[src/rtl/data_mem_ctrl_pkg.sv]
// -----------------------------------------------------------------------------
// data_mem_ctrl_pkg
// Purpose : Shared definitions for the data-memory controller slice: bus
//           widths, default build parameters, wait-counter width and the
//           controller FSM state encoding.
// Ports   : none (package)
// -----------------------------------------------------------------------------
package data_mem_ctrl_pkg;

  localparam int DATA_W          = 8;   // data word width
  localparam int ADDR_W          = 8;   // word address width
  localparam int DEF_DEPTH       = 32;  // default number of memory words
  localparam int DEF_WAIT_STATES = 2;   // default extra access cycles
  localparam int CNT_W           = 3;   // wait counter holds 0..7

  // Encoding is visible on the state_dbg port of the controller.
  typedef enum logic [1:0] {
    ST_IDLE = 2'd0,
    ST_WAIT = 2'd1,
    ST_DONE = 2'd2
  } state_t;

endpackage

[src/rtl/data_mem_ctrl_dmem_array.sv]
// -----------------------------------------------------------------------------
// dmem_array
// Purpose : Single-port DEPTH x 8 data memory. Synchronous write and
//           synchronous (registered) read. The read register holds its value
//           until the next read and is the load-data register seen by the
//           pipeline. Memory contents are never cleared by reset.
// Ports   : clk    - clock, rising edge
//           rst_n  - async active-low reset, clears the read register only
//           en     - access strobe for this clock edge
//           we     - 1 = write, 0 = read (qualified by en)
//           addr   - word index (already range-checked by the controller)
//           wdata  - write data
//           rdata  - registered read data
// -----------------------------------------------------------------------------
module dmem_array
  import data_mem_ctrl_pkg::*;
#(
  parameter int DEPTH = DEF_DEPTH,
  parameter int IDX_W = (DEPTH > 1) ? $clog2(DEPTH) : 1
) (
  input  logic              clk,
  input  logic              rst_n,
  input  logic              en,
  input  logic              we,
  input  logic [IDX_W-1:0]  addr,
  input  logic [DATA_W-1:0] wdata,
  output logic [DATA_W-1:0] rdata
);

  logic [DATA_W-1:0] mem [DEPTH];

  // Storage has no reset so that a reset never disturbs memory contents.
  always_ff @(posedge clk) begin
    if (en && we) begin
      mem[addr] <= wdata;
    end
  end

  always_ff @(posedge clk or negedge rst_n) begin
    if (!rst_n) begin
      rdata <= '0;
    end else if (en && !we) begin
      rdata <= mem[addr];
    end
  end

endmodule

[src/rtl/data_mem_ctrl.sv]
// -----------------------------------------------------------------------------
// data_mem_ctrl
// Purpose : Data-memory controller for a simple pipelined CPU. Accepts one
//           read or write request at a time, inserts WAIT_STATES extra
//           cycles, then reports completion (rvalid / wack) or rejection
//           (err) with a one-cycle pulse in the DONE state.
// Ports   : clk, rst_n       - clock (rising edge), async active-low reset
//           memread/memwrite - request from the control unit
//           addr, wdata      - word address and store data
//           rdata            - registered load data (holds until next read)
//           rvalid/wack/err  - one-cycle completion pulses (mutually excl.)
//           stall            - combinational pipeline hold
//           state_dbg        - current FSM state (ST_* encoding)
//
// Handshake: a request (memread|memwrite) is sampled only in IDLE. From that
// cycle the controller drives stall=1 until the DONE cycle; while stall=1 the
// requester must keep memread/memwrite/addr/wdata stable. In DONE stall=0,
// the pulse for the access is high for that one cycle, and any request still
// present is ignored; it is taken up in the following IDLE cycle.
// -----------------------------------------------------------------------------
module data_mem_ctrl
  import data_mem_ctrl_pkg::*;
#(
  parameter int DEPTH       = DEF_DEPTH,
  parameter int WAIT_STATES = DEF_WAIT_STATES
) (
  input  logic              clk,
  input  logic              rst_n,
  input  logic              memread,
  input  logic              memwrite,
  input  logic [ADDR_W-1:0] addr,
  input  logic [DATA_W-1:0] wdata,
  output logic [DATA_W-1:0] rdata,
  output logic              rvalid,
  output logic              wack,
  output logic              err,
  output logic              stall,
  output logic [1:0]        state_dbg
);

  localparam int IDX_W = (DEPTH > 1) ? $clog2(DEPTH) : 1;
  // One extra bit so DEPTH=256 is representable in the range compare.
  localparam logic [ADDR_W:0] DEPTH_LIM = (ADDR_W + 1)'(DEPTH);
  localparam logic [CNT_W-1:0] CNT_LOAD = CNT_W'(WAIT_STATES - 1);

  state_t            state, state_nxt;
  logic [CNT_W-1:0]  cnt, cnt_nxt;
  logic              request;
  logic              illegal;
  logic              access;
  logic              rvalid_nxt, wack_nxt, err_nxt;

  assign request   = memread | memwrite;
  assign illegal   = (memread & memwrite) | ({1'b0, addr} >= DEPTH_LIM);
  assign state_dbg = state;

  // Next state, wait counter and pulse flags. The memory strobe (access) is
  // raised in the cycle whose closing edge enters DONE, so the write commit or
  // read capture lands exactly on that edge.
  always_comb begin
    state_nxt  = state;
    cnt_nxt    = cnt;
    access     = 1'b0;
    stall      = 1'b0;
    rvalid_nxt = 1'b0;
    wack_nxt   = 1'b0;
    err_nxt    = 1'b0;
    case (state)
      ST_IDLE: begin
        if (request) begin
          stall = 1'b1;
          if (illegal) begin
            // Rejected: skip the wait, touch nothing, report err in DONE.
            state_nxt = ST_DONE;
            err_nxt   = 1'b1;
          end else if (WAIT_STATES == 0) begin
            state_nxt  = ST_DONE;
            access     = 1'b1;
            rvalid_nxt = memread;
            wack_nxt   = memwrite;
          end else begin
            state_nxt = ST_WAIT;
            cnt_nxt   = CNT_LOAD;
          end
        end
      end
      ST_WAIT: begin
        stall = 1'b1;
        if (cnt == '0) begin
          // Inputs are held stable by the requester, so the operation type
          // seen here is the one accepted in IDLE.
          state_nxt  = ST_DONE;
          access     = 1'b1;
          rvalid_nxt = memread;
          wack_nxt   = memwrite;
        end else begin
          cnt_nxt = cnt - CNT_W'(1);
        end
      end
      ST_DONE: begin
        state_nxt = ST_IDLE;
      end
      default: begin
        state_nxt = ST_IDLE;
      end
    endcase
  end

  always_ff @(posedge clk or negedge rst_n) begin
    if (!rst_n) begin
      state  <= ST_IDLE;
      cnt    <= '0;
      rvalid <= 1'b0;
      wack   <= 1'b0;
      err    <= 1'b0;
    end else begin
      state  <= state_nxt;
      cnt    <= cnt_nxt;
      rvalid <= rvalid_nxt;
      wack   <= wack_nxt;
      err    <= err_nxt;
    end
  end

  dmem_array #(
    .DEPTH (DEPTH),
    .IDX_W (IDX_W)
  ) u_dmem_array (
    .clk   (clk),
    .rst_n (rst_n),
    .en    (access),
    .we    (memwrite),
    .addr  (addr[IDX_W-1:0]),
    .wdata (wdata),
    .rdata (rdata)
  );

endmodule
[config.mk]
export PLATFORM = sky130hd
export DESIGN_NAME = data_mem_ctrl
export DESIGN_NICKNAME = d
export VERILOG_FILES = /design/src/rtl/data_mem_ctrl_pkg.sv /design/src/rtl/data_mem_ctrl_dmem_array.sv /design/src/rtl/data_mem_ctrl.sv
export SDC_FILE = /design/constraint.sdc
export NUM_CORES = 1
export LEC_CHECK = 0
export ABC_AREA = 1
export CORE_MARGIN = 2
export CORE_UTILIZATION = 60
export DETAILED_ROUTE_END_ITERATION = 10
export PLACE_DENSITY_LB_ADDON = 0.08
export SETUP_SLACK_MARGIN = 0.2
export SLEW_MARGIN = 10
export SYNTH_ARGS = -nofsm -noshare
export SYNTH_HDL_FRONTEND = slang
export SYNTH_SLANG_ARGS = --single-unit
[constraint.sdc]
create_clock -name clk -period 7.42 [get_ports clk]
set_input_delay 1.484 -clock clk [delete_from_list [all_inputs] [get_ports clk]]
set_output_delay 1.484 -clock clk [all_outputs]
set_load 0.02 [all_outputs]
# Word-level counts from Yosys, hierarchy flattened
# Memory sizes are Yosys's and may differ from the RTL's. A register that Yosys moved wholly into a read port is not among the register bits.
# Index checks and enable logic that the tools add are counted.
[classes]
n_bitwise = 3
n_eq_ne = 5
add_sub_neg = 1
magnitude_cmp = 1
n_reduce_logical = 9
mux = 21
[ops]
columns = ["op", "count"]
rows = [
  ["2-to-1 mux 1 bit", 12],
  ["2-to-1 mux 3 bit", 3],
  ["greater-or-equal comparator 8 x 6 -> 1 bit, second input constant", 1],
  ["inequality test 2 bit, second input constant", 4],
  ["2-to-1 mux 2 bit", 3],
  ["one-hot mux 3 bit (2 select lines)", 1],
  ["one-hot mux 2 bit (2 select lines)", 1],
  ["AND reduction 4 bit", 1],
  ["logical NOT 3 bit", 1],
  ["subtractor 3 x 1 -> 3 bit, second input constant", 1],
  ["equality test 2 x 1 -> 1 bit, second input constant", 1],
  ["logical AND 1 bit", 2],
  ["logical NOT 1 bit", 2],
  ["logical NOT 2 bit", 1],
  ["OR 1 bit", 2],
  ["one-hot mux 1 bit (2 select lines)", 1],
  ["AND reduction 2 bit", 1],
  ["nonzero test 2 bit", 1],
  ["AND 1 bit", 1],
]
[word_totals]
elab_cells = 46
ramBits = 256
mem_count = 1
out_inout_bits = 14
register_bits = 8
[mem_list]
columns = ["name", "words", "word_bits", "read_ports", "rd_ports_with_merged_regs", "wr", "line_no", "source"]
rows = [
  ["u_dmem_array.mem", 32, 8, 1, 1, 1, "data_mem_ctrl_dmem_array.sv:30", "logic [DATA_W-1:0] mem [DEPTH];"],
]

# Depth between registers and ports, before layout
# Gate-level depths: netlist of the first run.
[logic_depth]
word_depth = 6
depth_mapped = 14
ltp_nobuf = 11

# Hierarchy
# A second synthesis of the first run with hierarchy kept.
[unflattened]
cells_unflattened = 1126
area_unflattened_um2 = 11513.5
[modules_own_cells]
columns = ["module", "area_per_inst_um2", "n_inst", "cells_per_inst"]
rows = [
  ["dmem_array", 11095.6, 1, 1075],
  ["data_mem_ctrl", 417.9, 1, 51],
]

# Least setup slack after synthesis of the first run
# Ideal clock, no wire load.
[synth_path]
path_type = "in2reg"
start = "input port addr[0]"
end = "memory u_dmem_array.mem[16][0] (enable)"
arrival_time_ns = 2.982
setup_time_ns = 0.395
required_ns = 7.025
path_buffers = 3
slack_ns = 4.043
path_stages = 6
path_cell_list = "buf_4 > inv_4 > buf_6 > buf_2 > nand3_2 > nor4_1"
[synth_lines]
columns = ["element", "line_no", "source"]
rows = [
  ["start: declaration", "data_mem_ctrl.sv:31", "input logic [ADDR_W-1:0] addr,"],
  ["end: declaration", "data_mem_ctrl_dmem_array.sv:30", ""],
]
# No word-level cell before the write port.

# Final worst setup path of the first run
[layout_path]
start = "input port memread"
end = "output port stall"
[layout_via]
elab_chain_len = 3
[layout_rtl]
columns = ["element", "line_no", "source"]
rows = [
  ["start: declaration", "data_mem_ctrl.sv:29", "input logic memread,"],
  ["OR 1 bit", "data_mem_ctrl.sv:53", "assign request = memread | memwrite;"],
  ["2-to-1 mux 1 bit", "data_mem_ctrl.sv:70", "if (request) begin"],
  ["one-hot mux 1 bit (2 select lines)", "data_mem_ctrl.sv:68", "case (state)"],
  ["end: declaration", "data_mem_ctrl.sv:37", "output logic stall,"],
]
# Every way passes these cells.

==> impl_metrics.tcl, run 1 <==
set metrics [dict create \
    fin_crit_sh_pct 57.9 \
    drive_gt1_share_pct 6.00 \
    worst_path_most_repeated_cell "clkdlybuf4s50_1" \
    fin_tns_setup_ns 0 \
    ys_seq_area_share_pct 70.0 \
    synthToLayoutAreaGrowth_pct 9.49 \
    die_y_um 143 \
    ys_ff_latch 272 \
    antenna_found_initial 2 \
    cp_data_required_time_ns 5.94 \
    row_count 50 \
    wl_mm 26.0 \
    worst_r2r_path_depth 9 \
    cts.clk_slew.worst_paths_ns 0.06 \
    arrival_ns 2.82 \
    clock_latency_ns 0.53 \
    cp.buffers_inverters 2 \
    min-delay-path-class "register to register" \
    startpoint_type "primary input" \
    wl_per_cell_um 19.0 \
    port_buffers 33 \
    grt_pass1_wl_mm 40.2 \
    seqCellArea_um2 8090 \
    multi_input_area_um2 2990 \
    syn_area_per_cell_um2 10.5 \
    core_area_um2 18800 \
    cts_buffer_depth 3 \
    via_count 7529 \
    final_common_cell "nand2_1" \
    drv_cap 0 \
    final_max_slew_viol_count 0 \
    grt_usage_pct 26.7 \
    crit_family "buffers and inverters" \
    layout.nets 1139 \
    whs_ns 0.483 \
    grt_pass1_vias 7357 \
    crit_path_cell_trace "clkdlybuf4s50_1 -> o21ai_0 -> nand2_1 -> clkdlybuf4s50_1" \
    cts_setup_buffers 0 \
    initial_core_util_pct 61.5 \
    rrSetupSlack_ns 4.52 \
    dp_hpwl_mm 15.6 \
    r2r_start "cnt[0]$_DFFE_PN0P_" \
    regToRegEndpoint "u_dmem_array.mem[22][0]$_DFFE_PP_" \
    crit_path_end_kind "output port" \
    overflow 0 \
    cp.depth 4 \
    first_iter_violations 827 \
    setup_viol 0 \
    fin_crit_ns 4.30 \
    cts_resized 0 \
    cts_root_buf "clkbuf_16" \
    pin_count 34 \
    die_w_um 143 \
    hp-start "cnt[1]$_DFFE_PN0P_" \
    cts_hold_buf 0 \
    synth_warnings 0 \
    synth_area_um2 11500 \
    crit_type "primary input to output port" \
    fillers 1426 \
    drt-pass1-iter-count 5 \
    tightest_slew_ns 1.20 \
    syn_inst 1101 \
    clock_skew_ns 0.0134 \
    min_to "cnt[1]$_DFFE_PN0P_" \
    grt_max_degree 99 \
    slew_headroom_pct 19.3 \
    cts_htree_levels 1 \
    vdd_drop_max_mv 0.256 \
    antenna_left 0 \
    fmax_mhz 233 \
    yosysUniqueCellTypes 25 \
    dieArea_um2 20400 \
    hold_viol_final 0 \
    final_cell_mix "581 x nand2_1, 256 x edfxtp_1, 69 x nand3_1" \
    critPathMaxFanout 3 \
    vias_per_cell 5.50 \
    syn-num-nets 1123 \
    p_leak_nw 5.12 \
    gp_congestion 0.896 \
    cts_tree "yes" \
    cts_inserted_buffers 26 \
    status "complete, no violations" \
    p_per_area_nw_per_um2 262 \
    drc 0 \
    max_stage_delay_ns 0.55 \
    rsz0062_at_grt "no" \
    whs_path_depth 2 \
    clock_sinks 272 \
    crit_path_top_delay_cell "clkdlybuf4s50_1" \
]
cell families after synthesis:
logic type,count (synthesis),share of synthesized area (%)
AND/OR/NAND/NOR,723,25.3
flip-flops,272,70.0
buffers and inverters,96,4.06
AO/OA/AOI/OAI,8,0.390
adder cells (fa/ha/maj),2,0.217
per-layer routing:
metal	vias to the layer above	wire, um	global-route usage, %
met1	3554	10800	37.7
met3	45	1960	4.56
met4	0	588	7.92
met5	-	0	0
li1	3651	-	-
met2	279	12700	43.6
where the power goes:
part,switching [mW],internal (mW),leakage (nW)
sequential,0.0208,1.72,2.49
combinational,0.243,0.122,2.25
clock,0.525,0.680,0.385
worst min-delay path, stage by stage, from the launching register on:
cell,delay (ns)
dfrtp_1,0.34
nand2_1,0.05
o31ai_1,0.06
flip-flops by register name, indices dropped and copies added (netlist names):
signal              cells
cnt                     3
err                     1
rvalid                  1
state_dbg               2
u_dmem_array.mem      256
u_dmem_array.rdata      8
wack                    1
worst max-delay path by stage:
stage                        from                                end
final                     memread                              stall
after global routing      memread                              stall
after CTS                 memread                              stall
after detailed placement  addr[0]   u_dmem_array.mem[8][3]$_DFFE_PP_
after global placement    addr[0]   u_dmem_array.mem[8][2]$_DFFE_PP_
after floorplan           addr[0]  u_dmem_array.mem[16][0]$_DFFE_PP_
cell usage after synthesis (all sizes together):
master | count | area share, %
nand4 | 8 | 0.43
nor4 | 2 | 0.16
nor2 | 51 | 1.7
nand3 | 70 | 3.1
o21ai | 6 | 0.26
nor3 | 11 | 0.99
inv | 46 | 1.5
dfrtp | 16 | 3.5
ha | 2 | 0.22
nand2 | 581 | 19
clkbuf | 9 | 0.29
edfxtp | 256 | 67
o31ai | 2 | 0.13
buf | 41 | 2.3
through the flow:
step / cells / setup slack [ns] / util (%) / cell area (um2) / total power [mW]
floorplan: 1101 / 4.04 / - / 11500 / 1.99
global placement: 1323 / 2.77 / 63.2 / 11900 / 2.13
detailed placement: 1323 / 2.75 / 63.2 / 11900 / 2.14
CTS: 1367 / 3.12 / 67.3 / 12600 / 3.32
global route: 1368 / 3.05 / 67.4 / 12600 / 3.44
finish: 1369 / 3.12 / 67.4 / 12600 / 3.31
layout make-up:
class                           count  area share (%)
Clock inverter                      9           0.366
Clock buffer                       35            5.74
Antenna cell                        2          0.0396
Inverter                           46            1.39
Multi-Input combinational cell    733            23.7
Tap cell                          234            2.32
Timing Repair Buffer               38            2.53
Sequential cell                   272            64.0
No activity file was read; power rests on OpenSTA's default activity.
==> run 2: changes to the inputs <==
Clock period 7.42 ns to 4.05 ns, I/O delays scaled along.
==> impl_metrics.tcl, run 2 (synthesized netlist as in run 1, its figures left out) <==
set metrics [dict create \
    status "complete, no violations" \
    gp_congestion 0.885 \
    fin_crit_ns 2.98 \
    grt_max_degree 82 \
    overflow 0 \
    layout.nets 1159 \
    die_w_um 143 \
    crit_type "primary input to output port" \
    hold_viol_final 0 \
    slew_headroom_pct 41.3 \
    startpoint_type "primary input" \
    final_common_cell "nand2_1" \
    min-delay-path-class "register to register" \
    cts_htree_levels 1 \
    swShare_pct 24.2 \
    rrSetupSlack_ns 1.47 \
    crit_path_end_kind "output port" \
    vias_per_cell 5.42 \
    antenna_found_initial 1 \
    p_leak_nw 5.26 \
    critPathMaxFanout 3 \
    synthToLayoutAreaGrowth_pct 11.7 \
    placed_cell_area_um2 12000 \
    final_cell_mix "581 x nand2_1, 256 x edfxtp_1, 69 x nand3_1" \
    cts_inserted_buffers 27 \
    drc 0 \
    drv_cap 0 \
    fmax_mhz 335 \
    arrival_ns 2.17 \
    crit_family "buffers and inverters" \
    cts_tree "yes" \
    via_count 7546 \
    regToRegEndpoint "u_dmem_array.mem[13][4]$_DFFE_PP_" \
    pin_count 34 \
    crit_path_cell_trace "clkdlybuf4s50_1 -> o21ai_0 -> nand2_1 -> clkdlybuf4s50_1" \
    cp.buffers_inverters 2 \
    clock_sinks 272 \
    vdd_drop_max_mv 0.511 \
    top_regs "u_dmem_array.mem (256), u_dmem_array.rdata (8), cnt (3)" \
    clock_latency_ns 0.53 \
    cts_resized 0 \
    fin_crit_sh_pct 73.6 \
    final_max_slew_viol_count 0 \
    port_buffers 33 \
    p_int_mw 4.75 \
    whs_ns 0.485 \
    grt_pass1_vias 7395 \
    fin_tns_setup_ns 0 \
    fin_area_um2 12900 \
    net-switching-power_mw 1.51 \
    cts_hold_buf 0 \
    drive_gt1_share_pct 7.60 \
    combPwrFrac_pct 10.9 \
    cp.depth 4 \
    clock_skew_ns 0.00674 \
    clkPwrFrac_pct 38.2 \
    largest_reg_flops 256 \
    cts_setup_buffers 0 \
    drt-pass1-iter-count 5 \
    crit_path_top_delay_cell "clkdlybuf4s50_1" \
    max_stage_delay_ns 0.55 \
    r2r_start "cnt[0]$_DFFE_PN0P_" \
    die_y_um 143 \
    grt_usage_pct 26.3 \
    dieArea_um2 20400 \
    row_count 50 \
    first_iter_violations 945 \
    wl_per_cell_um 18.6 \
    largest-register "u_dmem_array.mem" \
    initial_core_util_pct 61.5 \
    pwr-share-seq_pct 50.8 \
    cts_root_buf "clkbuf_16" \
    core_area_um2 18800 \
    setup_viol 0 \
    worst_r2r_path_depth 10 \
    wl_mm 25.8 \
    fillers 1451 \
    cts_buffer_depth 3 \
    p_per_area_nw_per_um2 485 \
    antenna_left 0 \
    crit_end "stall" \
    cp_data_required_time_ns 3.24 \
    dp_hpwl_mm 15.6 \
    tightest_slew_ns 0.878 \
    grt_pass1_wl_mm 40.3 \
    rsz0062_at_grt "no" \
    worst_path_most_repeated_cell "clkdlybuf4s50_1" \
    setup.worst_path.start "memread" \
    cts.clk_slew.worst_paths_ns 0.06 \
]
==> run 2: metal layers <==
| metal | routed length (um) | GRT usage [%] |
|---|---|---|
| met5 | 0 | 0 |
| met2 | 12500 | 44.2 |
| met4 | 567 | 7.76 |
| met3 | 1740 | 3.59 |
| met1 | 11000 | 36.5 |
==> run 2: worst register-to-register path: cells and delay by family (launching register included) <==
| kind | cells | cell delay, ns |
|---|---|---|
| adders and majority gates | 2 | 0.27 |
| and+or+nand+nor | 4 | 1.07 |
| buffers and inverters | 4 | 0.49 |
| DFF | 1 | 0.38 |
==> run 2: power groups by stage <==
| stage | logic (mW) | registers (mW) | clock network, mW |
|---|---|---|---|
| finish | 0.685 | 3.18 | 2.39 |
| global route | 0.764 | 3.19 | 2.54 |
| CTS | 0.690 | 3.18 | 2.43 |
| detailed placement | 0.688 | 3.24 | 0 |
| global placement | 0.677 | 3.24 | 0 |
| floorplan | 0.340 | 3.30 | 0 |
==> run 2: cell type report <==
type	instances	area [um2]	area share [%]
diodes	1	2.50	0.0194
clock buffers	30	697	5.40
clock inverters	20	156	1.21
inverters	46	175	1.36
multi-input cells	733	2990	23.2
flip-flops and latches	272	8090	62.7
well taps	234	293	2.27
repair buffers	57	500	3.88
==> run 2: worst min path at each step <==
stage,start,to,slack [ns],cells after the start
finish,cnt[2]$_DFFE_PN0P_,cnt[2]$_DFFE_PN0P_,0.48,2
global route,cnt[2]$_DFFE_PN0P_,cnt[2]$_DFFE_PN0P_,0.52,2
CTS,cnt[2]$_DFFE_PN0P_,cnt[2]$_DFFE_PN0P_,0.49,2
detailed placement,cnt[2]$_DFFE_PN0P_,cnt[2]$_DFFE_PN0P_,0.48,2
global placement,cnt[2]$_DFFE_PN0P_,cnt[2]$_DFFE_PN0P_,0.47,2
floorplan,cnt[1]$_DFFE_PN0P_,cnt[1]$_DFFE_PN0P_,0.45,2
==> run 2: per-stage QoR <==
stage	std cells	setup WS [ns]	power (mW)	util, %
2_1_floorplan	1101	1.35	3.64	-
3_3_place_gp	1342	0.853	3.92	64.2
3_5_place_dp	1342	0.808	3.93	64.2
4_1_cts	1392	1.07	6.30	68.7
5_1_grt	1392	0.951	6.49	68.7
6_report	1393	1.07	6.26	68.7
